File: config.mk
export PLATFORM = sky130hd
export DESIGN_NAME = tt_wb_ctrl
export DESIGN_NICKNAME = d
export VERILOG_FILES = /design/src/rtl/tt_wb_ctrl.sv
export SDC_FILE = /design/constraint.sdc
export NUM_CORES = 1
export LEC_CHECK = 0
export BUFFER_PORTS_ARGS = -buffer_cell sky130_fd_sc_hd__buf_4
export CAP_MARGIN = 20
export CORE_MARGIN = 2
export CORE_UTILIZATION = 45
export DETAILED_ROUTE_END_ITERATION = 16
export PLACE_DENSITY = 0.8
export SLEW_MARGIN = 20
export SYNTH_ARGS = -nofsm -noshare
export SYNTH_HDL_FRONTEND = slang
export SYNTH_SLANG_ARGS = --single-unit
export TNS_END_PERCENT = 20
File: constraint.sdc
create_clock -name clk -period 3.55 [get_ports clk]
set_input_delay 0.71 -clock clk [delete_from_list [all_inputs] [get_ports clk]]
set_output_delay 0.71 -clock clk [all_outputs]
set_load 0.05 [all_outputs]
File: src/rtl/tt_wb_ctrl.sv
// Wishbone classic slave with an ID word, a rising-edge interrupt controller
// (status/mask/force) and N_CTRL byte-writable 32-bit control registers.
// Each access is acknowledged one cycle after the request. Read data is
// registered and is driven only during the acknowledge cycle.
module tt_wb_ctrl #(
  parameter int unsigned N_CTRL   = 4,
  parameter int unsigned N_IRQ    = 3,
  parameter logic [31:0] BASE_ADR = 32'h3000_0000,
  parameter logic [31:0] ID_VALUE = 32'h5454_0001,
  parameter logic [31:0] CTRL_RST = 32'h0000_0000
) (
  input  logic                  clk,
  input  logic                  rst_n,
  input  logic                  wbs_stb_i,
  input  logic                  wbs_cyc_i,
  input  logic                  wbs_we_i,
  input  logic [3:0]            wbs_sel_i,
  input  logic [31:0]           wbs_adr_i,
  input  logic [31:0]           wbs_dat_i,
  output logic                  wbs_ack_o,
  output logic [31:0]           wbs_dat_o,
  input  logic [N_IRQ-1:0]      irq_src,
  output logic [32*N_CTRL-1:0]  ctrl_o,
  output logic [N_IRQ-1:0]      user_irq
);

  typedef enum logic {
    S_IDLE = 1'b0,
    S_ACK  = 1'b1
  } bus_state_t;

  bus_state_t state_q, state_d;

  logic              ack;
  logic              hit;
  logic              wr_en;
  logic              rd_en;
  logic [31:0]       word_idx;
  logic [31:0]       lane32;
  logic [N_IRQ-1:0]  lane_irq;
  logic [N_IRQ-1:0]  dat_irq;
  logic [31:0]       rd_data;
  logic [31:0]       dat_q;

  logic [N_IRQ-1:0]  prev_q;
  logic [N_IRQ-1:0]  status_q;
  logic [N_IRQ-1:0]  mask_q;
  logic [N_IRQ-1:0]  set_vec;
  logic [N_IRQ-1:0]  clr_vec;
  logic [31:0]       ctrl_q [N_CTRL];

  logic              wr_status;
  logic              wr_mask;
  logic              wr_force;

  // Byte offset bits [1:0] carry no information for word-wide registers.
  logic              unused_adr;
  assign unused_adr = ^wbs_adr_i[1:0];

  assign ack       = (state_q == S_ACK);
  assign wbs_ack_o = ack;
  assign wbs_dat_o = dat_q;
  assign user_irq  = status_q & mask_q;

  // Request decode: a hit is only taken while no ack is outstanding, which
  // spaces acks of a held strobe to every second cycle.
  always_comb begin
    hit      = wbs_stb_i & wbs_cyc_i & ~ack &
               (wbs_adr_i[31:8] == BASE_ADR[31:8]);
    wr_en    = hit & wbs_we_i;
    rd_en    = hit & ~wbs_we_i;
    word_idx = {26'b0, wbs_adr_i[7:2]};
    lane32   = {{8{wbs_sel_i[3]}}, {8{wbs_sel_i[2]}},
                {8{wbs_sel_i[1]}}, {8{wbs_sel_i[0]}}};
    lane_irq = lane32[N_IRQ-1:0];
    dat_irq  = wbs_dat_i[N_IRQ-1:0];
    wr_status = wr_en && (word_idx == 32'd1);
    wr_mask   = wr_en && (word_idx == 32'd2);
    wr_force  = wr_en && (word_idx == 32'd3);
  end

  // Acknowledge state register.
  always_ff @(posedge clk or negedge rst_n) begin
    if (!rst_n) state_q <= S_IDLE;
    else        state_q <= state_d;
  end

  // Next-state logic: every hit produces exactly one ack cycle.
  always_comb begin
    state_d = S_IDLE;
    if (hit) state_d = S_ACK;
  end

  // Read mux over the current register values (pre-update on this edge).
  always_comb begin
    rd_data = '0;
    case (word_idx)
      32'd0:   rd_data = ID_VALUE;
      32'd1:   rd_data[N_IRQ-1:0] = status_q;
      32'd2:   rd_data[N_IRQ-1:0] = mask_q;
      default: begin
        for (int unsigned i = 0; i < N_CTRL; i++) begin
          if (word_idx == i + 32'd4) rd_data = ctrl_q[i];
        end
      end
    endcase
  end

  // Read data register: valid only in the ack cycle, zero otherwise.
  always_ff @(posedge clk or negedge rst_n) begin
    if (!rst_n)     dat_q <= '0;
    else if (rd_en) dat_q <= rd_data;
    else            dat_q <= '0;
  end

  // Interrupt set/clear terms; OR-ing the set after the clear lets a set win.
  always_comb begin
    set_vec = irq_src & ~prev_q;
    clr_vec = '0;
    if (wr_force)  set_vec = set_vec | (dat_irq & lane_irq);
    if (wr_status) clr_vec = dat_irq & lane_irq;
  end

  // Interrupt edge history, status and mask registers.
  always_ff @(posedge clk or negedge rst_n) begin
    if (!rst_n) begin
      prev_q   <= '0;
      status_q <= '0;
      mask_q   <= '0;
    end else begin
      prev_q   <= irq_src;
      status_q <= (status_q & ~clr_vec) | set_vec;
      if (wr_mask) mask_q <= (mask_q & ~lane_irq) | (dat_irq & lane_irq);
    end
  end

  // Control registers with per-byte write enables.
  always_ff @(posedge clk or negedge rst_n) begin
    if (!rst_n) begin
      for (int unsigned i = 0; i < N_CTRL; i++) ctrl_q[i] <= CTRL_RST;
    end else begin
      for (int unsigned i = 0; i < N_CTRL; i++) begin
        if (wr_en && (word_idx == i + 32'd4))
          ctrl_q[i] <= (ctrl_q[i] & ~lane32) | (wbs_dat_i & lane32);
      end
    end
  end

  // Flatten control registers onto the output bus.
  always_comb begin
    ctrl_o = '0;
    for (int unsigned i = 0; i < N_CTRL; i++) ctrl_o[32*i +: 32] = ctrl_q[i];
  end

endmodule

After elaboration in Yosys (flattened, before gate mapping) --
Index checks and enable logic that the tools add are counted. Widths: inputs -> output; s select.
Storage, ports and cells: bits in registers 170, latch bits 0, RAM bits 0, bits in read-only memories 0, input port bits 76, output and inout bits 164, logic and storage cells 64, memories 0
Cells by class: add/subtract/negate cells 0, multiply operators 0, divide/modulo/power cells 0, magnitude comparators 0, eq/ne operators 8, shift-type cells 0, muxes and demuxes 10, bitwise gates (word level) 28, reduce and logical (&&, ||, !) cells 9
Operators with widths (number):
- $and 32x32->32 | 5
- $mux 32 | 5
- $or 32x32->32 | 4
- $pmux 29 s2 | 1
- $logic_not 32->1 | 1
- $not 32->32 | 1
- $eq 24x22->1 const B | 1
- $eq 6x3->1 const B | 4
- $and 3x3->3 | 5
- $eq 6x2->1 const B | 2
- $not 3->3 | 3
- $or 3x3->3 | 3
- $pmux 3 s3 | 1
- $logic_and 1x1->1 | 7
- $eq 6x1->1 const B | 1
- $mux 3 | 2
- $and 1x1->1 | 5
- $not 1->1 | 2
- $reduce_or 2->1 | 1
- $mux 1 | 1

Depth between registers and ports, before layout --
Gate-level depths: netlist of the first run.
depth after elaboration 9, gate-level depth with buffers 7, gate-level depth less buffers 4

Worst setup path before layout of the first run --
No wires, ideal clock.
kind input -> register, start point input wbs_adr_i[19], end point register with a tool-made name, setup time 0.125 ns, arrival time 2.828 ns, data required time 3.425 ns, path slack 0.597 ns, cell stages on the path 6, buffers on the path 2, path through or4_1 > or3_1 > buf_4 > buf_6 > nor4_4 > mux2_2
RTL lines:
- start, declared | line 18 | input logic [31:0] wbs_adr_i,

==> flow_metrics.py, run 1 <==
metrics = {
    "status": {
        "run_status": "finished, final reports clean",
    },
    "synth": {
        "synth_sequential_area_ratio_pct": 56.1,
        "synth.yosys.warnings": 0,
        "postSynthCellCount": 536,
        "netlist_area_um2": 7580,
        "synth_fp_nets": 612,
        "postSynth.asyncResetShare_pct": 100,
        "synth_enable_flop_cells": 0,
        "post_synth_num_cell_types": 41,
        "yosys_register_bits": 170,
        "syn_area_per_cell_um2": 14.1,
        "postSynth.topFlopCell": "dfrtp_1",
    },
    "clock_tree": {
        "cts_root_buf": "clkbuf_16",
        "hold_buffer_count_at_cts": 0,
        "cts.sink_count": 170,
        "tritoncts": "built",
        "count_of_buffers_added_by_post_cts_timing_repair_for_setup": 0,
        "clk_latency_ns": 0.42,
        "clockBufferDepth": 2,
        "ctsResizeCount": 0,
        "cts_made_buffers": 17,
        "h-tree-depth": 4,
        "worst_setup_hold_path_clk_slew_ns": 0.06,
    },
    "setup_path": {
        "timing.critical_path.to_type": "flop",
        "setup.worst_path.class": "in -> reg",
        "chain_of_cells_forming_the_critical_path": "buf_4 -> or4_1 -> or3_2 -> buf_12 -> nor4_4 -> buf_4 -> mux2_2",
        "r2r_slack_ns": 1.05,
        "required_ns": 3.84,
        "max_stage_delay_ns": 0.61,
        "critical_path.most_common_cell": "buf_4",
        "crit_path_max_fanout": 16,
        "critical_path_source_type": "input pin",
        "cp_slowest_cell": "or4_1",
        "worst_ep_arrival_time_ns": 3.09,
    },
    "drt": {
        "dr_total_vias": 5760,
        "avgViaCountPerCell": 5.59,
        "routed_wire_length_per_instance_um": 22.2,
        "drt-initial-drc-count": 255,
        "ant_nets": 0,
        "post-route-drc-count": 0,
        "drtPass1Iterations": 4,
        "detail_route.wirelength_um": 22800,
    },
    "pwr": {
        "leakage_nw": 5.39,
        "irDropWorstVdd_v": 0.000304,
        "power_frac_clock_pct": 45.9,
        "p_switching_mw": 0.891,
        "power.combinational.fraction_pct": 5.2,
        "p_sw_share_pct": 22.5,
        "internal_power_mw": 3.08,
        "share_seq_of_total_power_pct": 48.9,
        "power_density_nw_per_um2": 381,
    },
    "die": {
        "pin_count": 240,
        "die_width_um": 134,
        "die_height_um": 134,
        "floorplan.initialDensity_pct": 45.9,
        "die_area_um2": 17900,
        "num_rows": 47,
        "core-area_um2": 16500,
    },
    "final_layout": {
        "multiInputGateArea_um2": 3230,
        "layout.cells.most_common": "buf_4",
        "num-nets-final": 875,
        "most-common-layout-cells": "buf_4 (267), dfrtp_1 (170), mux2_2 (129)",
        "num-fill-cells": 1270,
        "final-seq-area_um2": 4250,
        "n_antenna_cell": 0,
        "drive_gt1_share_pct": 56.4,
        "fin_util_pct": 63.0,
        "area_delta_synth_final_pct": 37.2,
    },
    "sta": {
        "setup_viol": 0,
        "setup_tns_ns": 0,
        "rsz0062_at_grt": "no",
        "final_min_period_over_clock_period_pct": 78.9,
        "slew_violations": 0,
        "clock_skew_ns": 0.00934,
        "finalWorstPathRequiredPeriod_ns": 2.80,
        "slew-limit-headroom_pct": 63.4,
        "fin_hold_ws_ns": 0.259,
        "fmaxAchievable_mhz": 357,
        "worst_pin_slew_ns": 0.549,
        "report.final.hold_viol_count": 0,
    },
    "placed_design": {
        "finalWeightedCongestion": 0.827,
        "dpl.hpwl_um": 16300,
        "numPortBuffers": 237,
    },
    "global_routing": {
        "globalRouteOverflowTotal": 0,
        "via_count_of_the_first_global_routing_pass": 6306,
        "grt_max_degree": 82,
        "global_route_wire_length_before_repair_um": 35500,
        "antenna_violations_before_repair": 0,
        "grt_use_total_pct": 26.2,
    },
    "min_path": {
        "min-delay-path-class": "in -> async",
    },
    "run": {
        "max_cap_viol_count": 0,
    },
}
metal layers:
layer  routed length (um)  up-vias  GRT usage (%)
li1                     -     2550              -
met1                 9190     2933           32.8
met2                11700      253           45.3
met3                 1630       24           5.71
met4                  304        0           8.57
met5                    0        -              0
critical path: cells and delay by family:
kind                   cells  cell delay [ns]
AND/OR/NAND/NOR            3             1.45
buffers and inverters      3             0.56
multiplexers               1             0.36
cell usage after synthesis, types with 2 or more instances:
cell       count  share of area, %
dfrtp_1      170                56
nand2b_1       4              0.33
a21oi_1        6              0.40
nand3_1        9              0.59
nand4_1        2              0.16
o21ai_0        9              0.59
mux2_2       129                19
a22oi_1       15               1.5
mux2_1         5              0.74
or3_1          4              0.33
and2_1         7              0.58
o31ai_1        3              0.30
nor4_1         5              0.41
and3_1         6              0.50
mux2i_1       24               3.2
nor4_4        16               4.5
or4_1          2              0.20
o2111a_1       2              0.30
inv_1          3              0.15
nor2b_1        2              0.16
clkbuf_1      20              0.99
nor3_1         4              0.26
o22ai_1        4              0.33
mux4_2         5               1.5
a221o_1        2              0.26
buf_1          3              0.15
a221oi_1       4              0.46
nand2_1       12              0.59
nor2_1        25               1.2
o2bb2ai_1     20               2.3
nor4bb_1       4              0.53
worst paths after layout:
kind | depth (start not counted) | start | end
hold reg to reg | 2 | prev_q[2] | status_q[2]
hold / removal | 1 | rst_n | asynchronous set/reset pin
setup / recovery | 7 | wbs_adr_i[19] | flop
setup reg to reg | 6 | wbs_ack_o | flop
max in group asynchronous | 2 | rst_n | status_q[2]
min in group clk | 1 | irq_src[1] | prev_q[1]
power groups by stage:
stage	Combinational, mW	Clock [mW]	Sequential, mW
floorplan	0.0576	0	1.98
global placement	0.199	0	1.98
detailed placement	0.208	0	1.98
CTS	0.209	1.86	1.94
global route	0.226	1.93	1.94
finish	0.207	1.82	1.94
final cells by class:
class,count,area share (%)
Multi-Input combinational cell,337,31.0
Clock inverter,13,1.37
Inverter,3,0.108
Tap cell,220,2.65
Timing Repair Buffer,270,19.8
Clock buffer,18,4.22
Sequential cell,170,40.9
stage by stage:
step	instances	instance area [um^2]	power [mW]	setup slack, ns
finish	1031	10400	3.97	0.748
global route	1031	10400	4.10	0.682
CTS	1031	10400	4.01	0.756
detailed placement	1000	9820	2.18	0.328
global placement	1000	9820	2.17	0.356
floorplan	536	7580	2.03	0.597
cell families (layout without fill, tap and decap cells):
family / after synthesis / after routing / share of synthesized area, %
AOI/OAI and AO/OA: 66 / 66 / 6.55
buffers and inverters: 29 / 304 / 1.60
DFF: 170 / 170 / 56.1
muxes: 163 / 163 / 24.6
and+or+nand+nor: 108 / 108 / 11.2
(Power assumes the default switching activity.)
==> run 2: changes to the inputs <==
Clock period 3.55 ns to 2.9 ns, I/O delays scaled along.
==> run 2 against run 1 <==
Compared with the run above:
- sequential share of layout area down 0.78 points
- die area unchanged
- wire length decreased by 0.29%
- flip-flop and latch count unchanged
- register-to-register slack got worse by 0.38 ns
- critical path depth unchanged
- non-clock buffer count grew 16
- worst hold slack got worse by 0.084 ns
- critical path type unchanged
- cell count increased by 1.6%
- via count grew 2.0%
- clock power grew 17%
- design area grew 1.9%
==> flow_metrics.py, run 2 (same netlist as run 1, synthesis figures left out) <==
metrics = {
    "global_routing": {
        "grt_max_degree": 80,
        "globalRouteOverflowTotal": 0,
        "global_route_wire_length_before_repair_um": 35800,
        "grt_use_total_pct": 26.3,
        "antenna_violations_before_repair": 0,
        "via_count_of_the_first_global_routing_pass": 6454,
    },
    "sta": {
        "fin_hold_ws_ns": 0.175,
        "finalWorstPathRequiredPeriod_ns": 2.56,
        "rsz0062_at_grt": "no",
        "worst_pin_slew_ns": 0.726,
        "fmaxAchievable_mhz": 391,
        "clock_skew_ns": 0.0197,
        "slew-limit-headroom_pct": 51.6,
        "report.final.hold_viol_count": 0,
        "final_min_period_over_clock_period_pct": 88.3,
        "setup_tns_ns": 0,
        "slew_violations": 0,
        "setup_viol": 0,
    },
    "drt": {
        "detail_route.wirelength_um": 22800,
        "post-route-drc-count": 0,
        "drtPass1Iterations": 4,
        "ant_nets": 0,
        "drt-initial-drc-count": 361,
        "avgViaCountPerCell": 5.61,
        "dr_total_vias": 5877,
        "routed_wire_length_per_instance_um": 21.7,
    },
    "die": {
        "die_height_um": 134,
        "die_area_um2": 17900,
        "pin_count": 240,
        "die_width_um": 134,
        "floorplan.initialDensity_pct": 45.9,
        "num_rows": 47,
        "core-area_um2": 16500,
    },
    "final_layout": {
        "num-nets-final": 891,
        "most-common-layout-cells": "buf_4 (274), dfrtp_1 (170), mux2_2 (129)",
        "area_delta_synth_final_pct": 39.9,
        "drive_gt1_share_pct": 56.9,
        "layout.cells.most_common": "buf_4",
        "n_antenna_cell": 0,
    },
    "pwr": {
        "irDropWorstVdd_v": 0.000404,
        "power_density_nw_per_um2": 449,
        "p_switching_mw": 1.10,
        "share_seq_of_total_power_pct": 49.8,
        "p_sw_share_pct": 23.0,
        "power.combinational.fraction_pct": 5.4,
        "power_frac_clock_pct": 44.8,
        "internal_power_mw": 3.67,
        "leakage_nw": 5.48,
    },
    "setup_path": {
        "required_ns": 3.21,
        "setup.worst_path.class": "in -> reg",
        "worst_ep_arrival_time_ns": 2.87,
        "timing.critical_path.to_type": "flop",
        "r2r_slack_ns": 0.67,
        "critical_path_source_type": "input pin",
        "r2r.worst_path.cells": 6,
        "crit_path_max_fanout": 18,
    },
    "clock_tree": {
        "clockBufferDepth": 2,
        "cts_root_buf": "clkbuf_16",
        "clk_latency_ns": 0.44,
        "cts_made_buffers": 17,
        "tritoncts": "built",
        "worst_setup_hold_path_clk_slew_ns": 0.06,
        "count_of_buffers_added_by_post_cts_timing_repair_for_setup": 0,
        "hold_buffer_count_at_cts": 0,
        "cts.sink_count": 170,
        "ctsResizeCount": 0,
        "h-tree-depth": 4,
    },
    "placed_design": {
        "numPortBuffers": 237,
        "dpl.hpwl_um": 16600,
        "finalWeightedCongestion": 0.811,
    },
    "status": {
        "run_status": "finished, final reports clean",
    },
    "run": {
        "max_cap_viol_count": 0,
    },
    "min_path": {
        "min-delay-path-class": "in -> async",
    },
}
run 2: cell count changes in the layout (fill, tap and decap cells not counted), sizes merged:
cell    previous run  this run
clkinv             5         3
bufinv             2         0
buf              270       286
clkbuf            18        24
inv                7         6
run 2: through the flow:
step | util [%] | instance area, um^2 | setup WS (ns) | power [mW] | cells
after floorplan | - | 7580 | 0.0769 | 2.49 | 536
after global placement | 60.8 | 10100 | -0.0477 | 2.67 | 1016
after global routing | 64.2 | 10600 | 0.303 | 4.92 | 1048
after detailed placement | 60.8 | 10100 | -0.0781 | 2.67 | 1016
after CTS | 64.2 | 10600 | 0.358 | 4.79 | 1048
final | 64.2 | 10600 | 0.339 | 4.76 | 1048
run 2: path summary, 6_finish.rpt:
kind / end / from
max: flop / wbs_adr_i[19]
min: wbs_dat_o[8] / rst_n
max reg2reg: flop / wbs_ack_o
min reg2reg: status_q[2] / prev_q[2]
max in group asynchronous: asynchronous set/reset pin / rst_n
min in group clk: prev_q[0] / irq_src[0]
run 2: routing by layer:
metal	part of all wire [%]	vias up	global-route usage, %
li1	-	2580	-
met3	6.7	39	6.80
met1	39	3011	31.2
met5	0	-	0
met4	2.2	0	10.3
met2	52	247	45.8
run 2: power by group through the flow:
stage	sequential [mW]	combinational, mW	clock, mW
after floorplan	2.42	0.0706	0
after global placement	2.42	0.249	0
after detailed placement	2.42	0.257	0
after CTS	2.37	0.258	2.16
after global routing	2.37	0.278	2.27
final	2.37	0.256	2.13
run 2: critical path: stages:
cell and delay [ns]:
buf_4 0.10, or4_1 0.60, or3_2 0.52, buf_12 0.20
nor4_4 0.32, buf_12 0.18, mux2_2 0.34
run 2: area by class of cell:
| cell class | count | area, um^2 |
|---|---|---|
| Clock buffer | 24 | 492 |
| Inverter | 3 | 11.3 |
| Fill cell | 1239 | 5920 |
| Clock inverter | 8 | 60.1 |
| Sequential cell | 170 | 4250 |
| Multi-Input combinational cell | 337 | 3230 |
| Tap cell | 220 | 275 |
| Timing Repair Buffer | 286 | 2290 |
